**config.mk**
```make
export PLATFORM = sky130hd
export DESIGN_NAME = clk_div_prog_flat
export DESIGN_NICKNAME = d
export VERILOG_FILES = /design/src/rtl/clk_div_prog_pkg.sv /design/src/rtl/clk_div_prog_if.sv /design/src/rtl/clk_div_prog_neg_retime.sv /design/src/rtl/clk_div_prog.sv /design/src/flat_wrapper.sv
export SDC_FILE = /design/constraint.sdc
export NUM_CORES = 1
export LEC_CHECK = 0
export BUFFER_PORTS_ARGS = -buffer_cell sky130_fd_sc_hd__buf_4
export CAP_MARGIN = 30
export CORE_MARGIN = 8
export CORE_UTILIZATION = 55
export CTS_CLUSTER_DIAMETER = 60
export DETAILED_ROUTE_END_ITERATION = 8
export GPL_TIMING_DRIVEN = 0
export HOLD_SLACK_MARGIN = 0.06
export PLACE_DENSITY = 0.74
export SYNTH_ARGS = -nofsm -noshare
export SYNTH_HDL_FRONTEND = slang
export SYNTH_SLANG_ARGS = --single-unit
```
**constraint.sdc**
```tcl
create_clock -name clk -period 12.4 [get_ports clk]
set_clock_uncertainty 0.2 [all_clocks]
set_input_delay 0.62 -clock clk [delete_from_list [all_inputs] [get_ports clk]]
set_output_delay 0.62 -clock clk [all_outputs]
set_load 0.1 [all_outputs]
```
**src/rtl/clk_div_prog_pkg.sv**
```systemverilog
// Shared definitions for the programmable clock divider.
// Contents:
//   state_t   - divider run state (IDLE, RUN, STOP)
//   MIN_DIV   - smallest divisor that can be loaded
//   half_ceil - ceil(N/2), the number of posedge cycles out_p stays high
package clk_div_pkg;

  typedef enum logic [1:0] {
    IDLE = 2'd0,
    RUN  = 2'd1,
    STOP = 2'd2
  } state_t;

  localparam int unsigned MIN_DIV = 2;

  // Evaluated in 32 bits, so (N+1) cannot wrap for any supported WIDTH.
  function automatic int unsigned half_ceil(input int unsigned n);
    return (n + 1) >> 1;
  endfunction

endpackage

```
**src/rtl/clk_div_prog_if.sv**
```systemverilog
// Control/status bundle for clk_div_prog.
// Ports:
//   en       - run request
//   div_val  - new divisor, qualified by div_load
//   div_load - one-cycle load strobe
//   clk_out  - divided clock, 50 % duty
//   tick     - one-cycle pulse in the first cycle of each output period
//   running  - divider is in RUN or STOP
//   busy     - a divisor load is waiting for a period boundary
//   div_err  - one-cycle pulse when a load is rejected
//   div_cur  - divisor currently in effect
// The master modport drives the controls; the slave modport is the divider.
interface clk_div_prog_if #(
  parameter int WIDTH = 8
);
  logic             en;
  logic [WIDTH-1:0] div_val;
  logic             div_load;
  logic             clk_out;
  logic             tick;
  logic             running;
  logic             busy;
  logic             div_err;
  logic [WIDTH-1:0] div_cur;

  modport master (
    output en, div_val, div_load,
    input  clk_out, tick, running, busy, div_err, div_cur
  );

  modport slave (
    input  en, div_val, div_load,
    output clk_out, tick, running, busy, div_err, div_cur
  );
endinterface

```
**src/rtl/clk_div_prog_neg_retime.sv**
```systemverilog
// Single falling-edge flop used to delay the divider's posedge phase
// register by half a clock period.
// Ports:
//   clk_i - system clock (sampled on negedge)
//   rst_i - asynchronous active-high reset, clears q_o
//   d_i   - data in
//   q_o   - data retimed onto the falling edge
module neg_retime (
  input  logic clk_i,
  input  logic rst_i,
  input  logic d_i,
  output logic q_o
);

  // Falling-edge capture; the reset is asynchronous so the divided clock
  // drops immediately when the divider is reset mid-period.
  always_ff @(negedge clk_i or posedge rst_i) begin
    if (rst_i) begin
      q_o <= 1'b0;
    end else begin
      q_o <= d_i;
    end
  end

endmodule

```
**src/rtl/clk_div_prog.sv**
```systemverilog
// Programmable integer clock divider, 50 % duty for any divisor N >= 2.
// Even N uses the posedge phase register directly; odd N ANDs it with a
// half-period-delayed copy, so the high time is N/2 clk periods.
// A new divisor is held as pending and applied only on a period boundary
// (or on any edge while idle), so no output period is ever cut or stretched.
// Ports:
//   clk - system clock
//   rst - asynchronous active-high reset
//   bus - clk_div_prog_if slave: en/div_val/div_load in,
//         clk_out/tick/running/busy/div_err/div_cur out
module clk_div_prog
  import clk_div_pkg::*;
#(
  parameter int WIDTH       = 8,
  parameter int DEFAULT_DIV = 3
) (
  input logic           clk,
  input logic           rst,
  clk_div_prog_if.slave bus
);

  localparam logic [WIDTH-1:0] RESET_DIV = WIDTH'(DEFAULT_DIV);

  state_t           state_q, state_d;
  logic [WIDTH-1:0] cnt_q, cnt_d;
  logic [WIDTH-1:0] divCur_q, divCur_d;
  logic [WIDTH-1:0] pending_q, pending_d;
  logic             busy_q, busy_d;
  logic             divErr_q, divErr_d;
  logic             outP_q, outP_d;
  logic             outN_q;
  logic [WIDTH:0]   halfNext;
  logic             boundary;
  logic             applyEdge;
  logic             loadBad;
  logic             loadOk;

  // The last cycle of a period is where the divisor and the run/stop
  // decision are allowed to change.
  assign boundary  = (state_q != IDLE) && (cnt_q == divCur_q - WIDTH'(1));
  assign applyEdge = (state_q == IDLE) || boundary;
  assign loadBad   = bus.div_load && (32'(bus.div_val) < MIN_DIV);
  assign loadOk    = bus.div_load && !loadBad;

  // State register.
  always_ff @(posedge clk or posedge rst) begin
    if (rst) begin
      state_q <= IDLE;
    end else begin
      state_q <= state_d;
    end
  end

  // Next-state logic. A drop of en only takes effect at the end of the
  // current period; if en is already low on the boundary cycle we go
  // straight to IDLE instead of starting another period in STOP.
  always_comb begin
    state_d = state_q;
    case (state_q)
      IDLE: begin
        if (bus.en) state_d = RUN;
      end
      RUN: begin
        if (!bus.en) state_d = boundary ? IDLE : STOP;
      end
      STOP: begin
        if (bus.en)        state_d = RUN;
        else if (boundary) state_d = IDLE;
      end
      default: state_d = IDLE;
    endcase
  end

  // Datapath next values. The divisor for the coming period is chosen
  // first, and out_p is computed from that divisor, so the first cycle of
  // a new period already uses the new half-period threshold. A load seen
  // on the applying edge lands in pending and keeps busy set.
  always_comb begin
    divCur_d  = applyEdge ? pending_q : divCur_q;
    pending_d = loadOk ? bus.div_val : pending_q;
    busy_d    = loadOk ? 1'b1 : (applyEdge ? 1'b0 : busy_q);
    divErr_d  = loadBad;
    cnt_d     = (state_q == IDLE || boundary) ? '0 : cnt_q + WIDTH'(1);
    halfNext  = (WIDTH+1)'(half_ceil(32'(divCur_d)));
    outP_d    = (state_d != IDLE) && ({1'b0, cnt_d} < halfNext);
  end

  // Datapath registers.
  always_ff @(posedge clk or posedge rst) begin
    if (rst) begin
      cnt_q     <= '0;
      divCur_q  <= RESET_DIV;
      pending_q <= RESET_DIV;
      busy_q    <= 1'b0;
      divErr_q  <= 1'b0;
      outP_q    <= 1'b0;
    end else begin
      cnt_q     <= cnt_d;
      divCur_q  <= divCur_d;
      pending_q <= pending_d;
      busy_q    <= busy_d;
      divErr_q  <= divErr_d;
      outP_q    <= outP_d;
    end
  end

  neg_retime uRetime (
    .clk_i (clk),
    .rst_i (rst),
    .d_i   (outP_q),
    .q_o   (outN_q)
  );

  // Outputs. For odd N the AND delays the rising edge by half a cycle,
  // trimming the high time from (N+1)/2 to N/2 periods.
  always_comb begin
    bus.running = (state_q != IDLE);
    bus.tick    = (state_q != IDLE) && (cnt_q == '0);
    bus.clk_out = divCur_q[0] ? (outP_q & outN_q) : outP_q;
    bus.busy    = busy_q;
    bus.div_err = divErr_q;
    bus.div_cur = divCur_q;
  end

endmodule
```
**src/flat_wrapper.sv**
```systemverilog
// flat-port wrapper written by rule: the top's interface ports become plain ports
module clk_div_prog_flat import clk_div_pkg::*;
#(
  parameter int WIDTH       = 8,
  parameter int DEFAULT_DIV = 3
)
  (clk, rst, bus_en, bus_div_val, bus_div_load, bus_clk_out, bus_tick, bus_running, bus_busy, bus_div_err, bus_div_cur);
  clk_div_prog_if #(.WIDTH(WIDTH)) bus_i ();
  input logic clk;
  input logic rst;
  input wire logic [$bits(bus_i.en)-1:0] bus_en;
  input wire logic [$bits(bus_i.div_val)-1:0] bus_div_val;
  input wire logic [$bits(bus_i.div_load)-1:0] bus_div_load;
  output wire logic [$bits(bus_i.clk_out)-1:0] bus_clk_out;
  output wire logic [$bits(bus_i.tick)-1:0] bus_tick;
  output wire logic [$bits(bus_i.running)-1:0] bus_running;
  output wire logic [$bits(bus_i.busy)-1:0] bus_busy;
  output wire logic [$bits(bus_i.div_err)-1:0] bus_div_err;
  output wire logic [$bits(bus_i.div_cur)-1:0] bus_div_cur;
  assign bus_i.en = bus_en;
  assign bus_i.div_val = bus_div_val;
  assign bus_i.div_load = bus_div_load;
  assign bus_clk_out = bus_i.clk_out;
  assign bus_tick = bus_i.tick;
  assign bus_running = bus_i.running;
  assign bus_busy = bus_i.busy;
  assign bus_div_err = bus_i.div_err;
  assign bus_div_cur = bus_i.div_cur;
  clk_div_prog #(.WIDTH(WIDTH), .DEFAULT_DIV(DEFAULT_DIV)) u_core (.clk(clk), .rst(rst), .bus(bus_i));
endmodule
```
==> results by group, run 1 <==
GRT
  • First-pass GRT wire length: 7755 µm
  • Total GRT Usage: 0.1603
  • Global route total overflow: 0
  • Met1 GRT Util: 0.1980
  • Most Crowded Layer GR: met2
  • Global Route met2 Usage: 0.2511
  • Vias in the first global route: 1646
  • Initial antenna violation count: 0
  • M3 GR Usage: 0.04127
  • Largest net degree at the start of global routing: 20

Critical path
  • Worst Setup End Kind: primary output
  • Setup CP Type: flip-flop to primary output
  • CP Launch Type: flip-flop
  • Critical path's slowest cell: dfrtn_1
  • CP delay by family, top: flip-flops
  • Critical Path Fanout Max: 1
  • Worst Path Required: 11.58 ns
  • Crit path buf inv count: 1
  • Critical path arrival: 7.30 ns
  • CP Cell Sequence: o21a_1 > buf_4
  • Worst path max stage delay: 0.39 ns

Layout
  • Fill count: 320
  • Share of post-route cells with drive strength above 1: 0.2073
  • Fin area: 2307 µm²
  • ANT cells: 0
  • Nets: 268
  • Area growth syn-to-layout: 16.12%
  • Post-Layout Cell Count: 294

STA
  • Worst Max-Slew Pin Slew: 0.5546 ns
  • Endpoints failing setup: 0
  • Final Hold Slack: 0.1286 ns
  • Final Hold Fails: 0
  • Slew HR: 0.6298
  • Setup_tns: 0 ns
  • RSZ-0062 raised after global routing: no
  • Final slew viol count: 0

Route
  • Vias per std cell: 5.483
  • DR WL/cell: 15.24 µm
  • # DRC: 0
  • Pre-antenna DRT Iters: 4
  • Iteration-0 DRC Markers: 108
  • Antenna Nets Post-Route: 0
  • Via count: 1612
  • Routed WL: 4482 µm

Place
  • Buffers on Ports: 23
  • Post-DP HPWL: 3436 µm
  • Placer congestion estimate: 0.8943
  • Placed instance area: 2247 µm²
  • Placed insts: 286

Yosys
  • Synth Cell Area: 1987 µm²
  • Synth Area in XOR/XNOR: 0.1234
  • Syn Nets: 237
  • Seq/Total Area, Yosys: 0.3804
  • Adder-cell share of the synthesized area: 0.06927
  • Count of cell types in the netlist: 48
  • Register bit total from synthesis: 30
  • Ys Warns: 0
  • Post-synthesis simple-gate area fraction: 0.2286
  • Main combinational cell family by area after synthesis: simple AND/OR/NAND/NOR gates
  • Complex-gate fraction of the synthesized area: 0.1071
  • Cell count after synthesis: 214
  • Post-synth EDFFs: 0
  • Syn Area/Cell: 9.285 µm²
  • Post-synthesis mux area share: 0.04660
  • Top FF cell, synth: dfrtp_1
  • Async SR Flop Fraction: 1.000

Flow run
  • Max_cap viols: 0

Worst hold path
  • Hold crit path type: input pin to asynchronous set/reset pin

Clock network
  • CTS root buf: clkbuf_4
  • Clock Path Buffers: 2
  • Clock sink count: 30
  • Clk Latency, worst-skew pair: 0.33 ns
  • H-tree levels: 2
  • CTS buffer count: 5
  • CTS tree: yes
  • Setup bufs post-CTS: 0
  • Post-CTS resize count: 0
  • CTS clk-pin slew, worst paths: 0.10 ns
  • Hold Buf Count CTS: 0

Run status
  • Status: complete, no violations

Floorplan
  • Die Area: 5792 µm²
  • IO Pins: 25
  • Die Span X: 76.11 µm
  • Die height: 76.11 µm
  • Rows: 22
  • Starting Density: 0.5552
  • Core area: 3578 µm²

Power
  • Leakage: 1.051 nW
  • VDD IR max: 106.4 µV
  • Pwr Density: 215.8 nW/µm²
## registers in the layout, summed over array words and instances, names as in the netlist
| signal | flops |
|---|---|
| u_core.bus.div_cur | 8 |
| u_core.cnt_q | 8 |
| u_core.pending_q | 8 |
| u_core.bus.div_err | 1 |
| u_core.outP_q | 1 |
| u_core.bus.busy | 1 |
| u_core.state_q | 2 |
| u_core.uRetime.q_o | 1 |
## placed cells by master, fill, tap and decap left out, drive strengths merged, types with 3 or more instances in the layout
| master | n |
|---|---|
| nand2 | 35 |
| buf | 31 |
| dfrtp | 25 |
| xor2 | 16 |
| nor2 | 13 |
| clkbuf | 13 |
| xnor2 | 12 |
| nand3 | 12 |
| ha | 11 |
| a21oi | 7 |
| o21ai | 7 |
| mux2 | 7 |
| inv | 6 |
| nand4 | 5 |
| and3 | 5 |
| nor4 | 5 |
| dfstp | 4 |
| nor3 | 4 |
| nor2b | 3 |
## Yosys cell counts, types with 2 or more instances
library cell,n,area (µm²)
nand2_1,35,131.4
dfrtp_1,25,625.6
xor2_1,16,140.1
nor2_1,13,48.80
nand3_1,12,60.06
xnor2_1,12,105.1
ha_1,11,137.6
a21oi_1,7,35.03
o21ai_0,7,35.03
clkbuf_1,6,22.52
inv_1,6,22.52
and3_1,5,31.28
buf_2,5,25.02
mux2_1,5,56.30
nand4_1,5,31.28
dfstp_2,4,105.1
nor2b_1,3,18.77
nor3_1,3,15.01
a211oi_1,2,15.01
nor4_1,2,12.51
nor4_2,2,25.02
o21bai_1,2,15.01
## cell families (layout without fill, tap and decap cells)
logic type / count (synthesis) / count (layout)
mux: 8 / 8
compound gates: 29 / 29
fa+ha+maj: 11 / 11
xor+xnor: 28 / 28
buf+inv: 19 / 51
flops: 30 / 30
simple gates: 89 / 89
## per-layer routing
layer  vias up  wire length, µm
met3        18              185
met5         -                0
met4         0              170
li1        802                -
met1       750             2021
met2        42             2104
## per-stage QoR
step                        util  total power [W]  setup WS, ns
after floorplan                -        0.0003724         4.293
after global placement    0.6203        0.0004297         4.409
after detailed placement  0.6280        0.0004356         4.621
after CTS                 0.6448        0.0004980         4.274
after global routing      0.6448        0.0005250         4.246
final                     0.6448        0.0004979         4.277
## report_power, final
| part | total, W | internal, W | switching (W) |
|---|---|---|---|
| clock network | 0.0000614 | 0.0000275 | 0.0000340 |
| logic | 0.000296 | 0.0000890 | 0.000207 |
| registers | 0.000140 | 0.000119 | 0.0000208 |
## worst paths after layout
| check | depth (start not counted) | slack (ns) | startpoint | end |
|---|---|---|---|---|
| setup / recovery | 2 | 4.28 | u_core.uRetime.q_o | bus_clk_out |
| min in group clk | 2 | 0.27 | bus_en | u_core.state_q[1] |
| setup reg to reg | 0 | 5.45 | u_core.outP_q | u_core.uRetime.q_o |
| hold / removal | 2 | 0.13 | rst | u_core.bus.div_cur[2] |
| max in group asynchronous | 3 | 5.27 | rst | u_core.uRetime.q_o |
| hold reg to reg | 2 | 0.30 | u_core.pending_q[1] | u_core.pending_q[1] |
## final cells by class
| class | count | area, µm² | area share |
|---|---|---|---|
| tap | 48 | 60.06 | 0.02603 |
| buffer | 13 | 66.31 | 0.02874 |
| clock inverter | 1 | 5.005 | 0.002169 |
| multi-input combinational | 165 | 1142 | 0.4951 |
| clock buffer | 7 | 55.05 | 0.02386 |
| sequential | 30 | 755.7 | 0.3275 |
| inverter | 6 | 22.52 | 0.009761 |
| timing repair buffer | 24 | 200.2 | 0.08677 |
Note: power is estimated with default switching activity, not from simulation.
==> inputs of run 2 (changes only) <==
clock period = 7.75 ns   (was 12.4 ns; I/O delays follow)
==> run 2 against run 1 <==
Clock power up 58%; via count about the same; global-route usage is 0.12 points higher; die area unchanged; largest cell class unchanged.
==> results by group, run 2 (synthesis gave the netlist of run 1 again) <==
Route
  • Pre-antenna DRT Iters: 4
  • Vias per std cell: 5.395
  • Via count: 1613
  • DR WL/cell: 15.06 µm
  • Iteration-0 DRC Markers: 91
  • Routed WL: 4502 µm
  • # DRC: 0
  • Antenna Nets Post-Route: 0

Critical path
  • Reg2reg setup slack: 2.74 ns
  • Setup CP Type: flip-flop to primary output
  • Worst Path Required: 7.16 ns
  • Critical path arrival: 4.97 ns
  • Worst Setup End Kind: primary output
  • Worst reg2reg endpoint: u_core.outP_q
  • Crit path to: bus_clk_out
  • Worst reg2reg startpoint: u_core.bus.div_cur[0]
  • CP Launch Type: flip-flop
  • Critical Path Fanout Max: 1
  • Number of cells on the worst reg-to-reg path: 24
  • Critical Path Source: u_core.uRetime.q_o

Clock network
  • H-tree levels: 2
  • CTS clk-pin slew, worst paths: 0.09 ns
  • CTS buffer count: 5
  • CTS tree: yes
  • Clock sink count: 30
  • Post-CTS resize count: 0
  • Clk Latency, worst-skew pair: 0.32 ns
  • Clock Path Buffers: 2
  • Setup bufs post-CTS: 0
  • CTS root buf: clkbuf_4

Layout
  • Nets: 273
  • ANT cells: 0
  • Fin util: 0.6587
  • Fin area: 2357 µm²
  • Share of post-route cells with drive strength above 1: 0.2032
  • Commonest non-fill, non-tap cell in the layout: nand2_1
  • Area growth syn-to-layout: 18.64%
  • Storage cell area: 755.7 µm²
  • Most frequent cells in the layout: nand2_1 (35), dfrtp_1 (25), buf_4 (24)
  • Multi-input logic area: 1142 µm²
  • Fill count: 313

GRT
  • First-pass GRT wire length: 7810 µm
  • Met1 GRT Util: 0.1966
  • Total GRT Usage: 0.1616
  • Most Crowded Layer GR: met2
  • M3 GR Usage: 0.04481
  • Global Route met2 Usage: 0.2545
  • Initial antenna violation count: 0
  • Largest net degree at the start of global routing: 20
  • Vias in the first global route: 1661
  • Global route total overflow: 0

Floorplan
  • Starting Density: 0.5552
  • Die Span X: 76.11 µm
  • Die height: 76.11 µm
  • Rows: 22
  • Die Area: 5792 µm²
  • Core area: 3578 µm²
  • IO Pins: 25

Worst hold path
  • Hold crit path type: input pin to flip-flop

Place
  • Placed instance area: 2247 µm²
  • Post-DP HPWL: 3436 µm
  • Placer congestion estimate: 0.8943
  • Buffers on Ports: 23

Run status
  • Status: complete, no violations

Power
  • Leakage: 1.072 nW
  • VDD IR max: 170.3 µV
  • Pwr Density: 337.9 nW/µm²

STA
  • Worst Max-Slew Pin Slew: 0.5549 ns
  • Setup_tns: 0 ns
  • Final slew viol count: 0
  • Slew HR: 0.6297
  • Final Hold Fails: 0
  • RSZ-0062 raised after global routing: no
  • Endpoints failing setup: 0

Flow run
  • Max_cap viols: 0
==> run 2: cell types whose count changed in the layout (fill, tap and decap cells not counted) <==
cell / change
dlygate4sd3_1: +5
==> run 2: timing repair <==
action | 4_1_cts | 5_1_grt
endpoints found under the setup margin | 0 | 0
hold buffers | 5 | 0
endpoints found under the hold margin | 14 | 0
==> run 2: worst min-delay path by stage <==
stage / endpoint / startpoint / cells past startpoint
after floorplan: u_core.pending_q[1] / u_core.pending_q[1] / 2
after global placement: u_core.pending_q[1] / u_core.pending_q[1] / 2
after detailed placement: u_core.bus.div_cur[2] / rst / 2
after CTS: u_core.pending_q[5] / bus_div_val[5] / 3
after global routing: u_core.pending_q[6] / bus_div_val[6] / 3
final: u_core.pending_q[5] / bus_div_val[5] / 3
==> run 2: cell type report <==
type,instances,area share
multi-input cells,165,0.4846
clock inverters,1,0.002123
inverters,6,0.009554
repair buffers,29,0.1062
well taps,48,0.02548
clock buffers,7,0.02335
flip-flops and latches,30,0.3206
plain buffers,13,0.02813
==> run 2: power breakdown <==
part	switching (W)	total (W)	internal, W	leakage (nW)
Combinational	0.000332	0.000476	0.000144	0.669
Sequential	0.0000332	0.000224	0.000191	0.368
Clock	0.0000529	0.0000968	0.0000439	0.0353
==> run 2: metal layers <==
layer	wire, µm	share of wire
met5	0	0
met4	143	0.032
met3	182	0.040
met2	2167	0.48
met1	2008	0.45
==> run 2: critical path, stage by stage, from the launching register on <==
cell and delay (ns):
dfrtn_1 0.39, o21a_1 0.11, buf_4 0.28
==> run 2: metrics by stage <==
stage	total power [W]	hold WS, ns	setup WS, ns	instances
floorplan	0.0005959	0.2516	2.200	214
global placement	0.0006875	0.2745	2.316	285
detailed placement	0.0006969	0.2762	2.528	286
CTS	0.0007989	0.06286	2.182	299
global route	0.0008424	0.07623	2.153	299
finish	0.0007966	0.06622	2.192	299
==> inputs of run 3 (changes only) <==
clock period = 5.8 ns   (was 7.75 ns; I/O delays follow)
==> run 3 against run 2 <==
Count of clock-buffer cells in the layout did not move; sequential cell count did not move; clock power rose by 34%; hold slack improved by 0.018 ns; setup slack got worse by 1.4 ns; critical path type is now flip-flop to flip-flop; largest power group unchanged.
==> results by group, run 3 (synthesis gave the netlist of run 1 again) <==
Clock network
  • H-tree levels: 2
  • CTS buffer count: 5
  • CTS tree: yes
  • Clock sink count: 30
  • Clock Path Buffers: 2
  • CTS clk-pin slew, worst paths: 0.09 ns
  • CTS root buf: clkbuf_4
  • Post-CTS resize count: 0
  • Clk Latency, worst-skew pair: 0.32 ns

Power
  • Net load switching power: 0.0005614 W
  • Tot Pwr: 0.001069 W
  • Pwr Density: 444.2 nW/µm²
  • Switching share of power: 0.5250
  • Leakage: 1.093 nW
  • VDD IR max: 233.0 µV
  • Int Pwr: 0.0005079 W
  • Gate power share: 0.599
  • Flop pwr share: 0.280
  • Clk network pwr share: 0.121

GRT
  • Global route total overflow: 0
  • Largest net degree at the start of global routing: 20
  • Vias in the first global route: 1689
  • First-pass GRT wire length: 7907 µm
  • Total GRT Usage: 0.1633
  • Initial antenna violation count: 0

Floorplan
  • Starting Density: 0.5552
  • Rows: 22
  • Die height: 76.11 µm
  • IO Pins: 25
  • Core area: 3578 µm²
  • Die Area: 5792 µm²
  • Die Span X: 76.11 µm

Route
  • Iteration-0 DRC Markers: 84
  • DR WL/cell: 15.13 µm
  • Vias per std cell: 5.451
  • Via count: 1657
  • # DRC: 0
  • Routed WL: 4601 µm
  • Pre-antenna DRT Iters: 5
  • Antenna Nets Post-Route: 0

Critical path
  • CP Launch Type: flip-flop
  • Critical path's slowest cell: dfstp_2
  • CP Cell Sequence: buf_2 > inv_1 > ha_1 > clkbuf_1 > xor2_1 > nor2_1 > a21oi_1 > a2111oi_4 > o2bb2ai_2 > buf_2 > nand2_1 > o21ai_0 > ha_1 > nand3_1 > xor2_1 > nor2_1 > a21oi_1 > ha_1 > nor2b_1 > o21ai_0 > nand2b_1 > a21oi_1 > o22ai_1 > nor3_2
  • Critical Path Fanout Max: 10
  • Number of cells on the worst reg-to-reg path: 24
  • Worst reg2reg endpoint: u_core.outP_q
  • Worst Setup End Kind: flip-flop
  • Reg2reg setup slack: 0.76 ns
  • Worst Path Required: 5.82 ns
  • Critical path arrival: 5.07 ns
  • Worst path max stage delay: 0.54 ns
  • CP delay by family, top: compound AO/OA/AOI/OAI gates
  • Setup CP Type: flip-flop to flip-flop
  • Worst reg2reg startpoint: u_core.bus.div_cur[0]
  • Crit path buf inv count: 4

Worst hold path
  • Min-delay src: bus_div_load
  • Worst hold path depth: 3
  • Worst Hold Path EP: u_core.pending_q[1]
  • Hold crit path type: input pin to flip-flop

STA
  • Final slew viol count: 0
  • Worst Max-Slew Pin Slew: 0.5551 ns
  • Final period util: 0.8694
  • Setup_tns: 0 ns
  • Slew HR: 0.6295
  • Fmax achieved: 0.1983 GHz
  • Minimum clock period: 5.043 ns
  • RSZ-0062 raised after global routing: no
  • Final Hold Fails: 0
  • Endpoints failing setup: 0

Place
  • Post-DP HPWL: 3436 µm
  • Placer congestion estimate: 0.8943
  • Buffers on Ports: 23

Layout
  • Area growth syn-to-layout: 21.16%
  • Nets: 278
  • Commonest non-fill, non-tap cell in the layout: nand2_1
  • Most frequent cells in the layout: nand2_1 (35), dfrtp_1 (25), buf_4 (24)
  • Share of post-route cells with drive strength above 1: 0.1992
  • ANT cells: 0

Run status
  • Status: complete, no violations

Flow run
  • Max_cap viols: 0
-- run 3: what timing repair did --
| item | in CTS | in global routing |
|---|---|---|
| hold endpoints to repair | 20 | 0 |
| hold buffers | 10 | 0 |
| setup buffers | 0 | 0 |
-- run 3: metal layers --
metal | GRT usage | part of all wire | vias up
met5 | 0 | 0 | -
met4 | 0.08269 | 0.043 | 0
met3 | 0.04363 | 0.042 | 20
met2 | 0.2579 | 0.47 | 44
met1 | 0.1994 | 0.45 | 774
li1 | - | - | 819
-- run 3: metrics by stage --
stage	area [µm²]	worst slack, ns	cells	utilization	hold WS (ns)
2_1_floorplan	1987	1.080	214	-	0.1568
3_3_place_gp	2220	0.9114	285	0.6203	0.2745
3_5_place_dp	2247	0.8676	286	0.6280	0.1819
4_1_cts	2407	0.8313	304	0.6727	0.07754
5_1_grt	2407	0.4253	304	0.6727	0.1410
6_report	2407	0.7573	304	0.6727	0.08384
-- run 3: worst register-to-register path, cell delays in order (launching register included) --
cell       delay [ns]
dfstp_2          0.54
buf_2            0.20
inv_1            0.10
ha_1             0.20
clkbuf_1         0.21
xor2_1           0.19
nor2_1           0.10
a21oi_1          0.07
a2111oi_4        0.47
o2bb2ai_2        0.22
buf_2            0.26
nand2_1          0.08
o21ai_0          0.12
ha_1             0.35
nand3_1          0.13
xor2_1           0.15
nor2_1           0.11
a21oi_1          0.06
ha_1             0.32
nor2b_1          0.13
o21ai_0          0.16
nand2b_1         0.07
a21oi_1          0.16
o22ai_1          0.10
nor3_2           0.26
-- run 3: power by group through the flow --
stage / combinational (W) / clock (W) / sequential, W
after global placement: 0.000617 / 0 / 0.000302
after detailed placement: 0.000629 / 0 / 0.000303
after floorplan: 0.000355 / 0 / 0.000442
after global routing: 0.000684 / 0.000140 / 0.000305
final: 0.000640 / 0.000130 / 0.000299
after CTS: 0.000640 / 0.000131 / 0.000299
-- run 3: layout make-up --
class	instances	area, µm²
fill	308	1171
multi-input combinational	165	1142
sequential	30	755.7
timing repair buffer	34	300.3
buffer	13	66.31
tap	48	60.06
clock buffer	7	55.05
inverter	6	22.52
clock inverter	1	5.005
-- run 3: how the worst max path moves through the flow --
stage	start	end	slack, ns	depth (start not counted)
floorplan	u_core.bus.div_cur[0]	u_core.outP_q	1.08	22
global placement	u_core.bus.div_cur[0]	u_core.outP_q	0.91	22
detailed placement	u_core.bus.div_cur[0]	u_core.outP_q	0.87	22
CTS	u_core.bus.div_cur[0]	u_core.outP_q	0.83	22
global route	u_core.bus.div_cur[0]	u_core.outP_q	0.43	23
finish	u_core.bus.div_cur[0]	u_core.outP_q	0.76	24
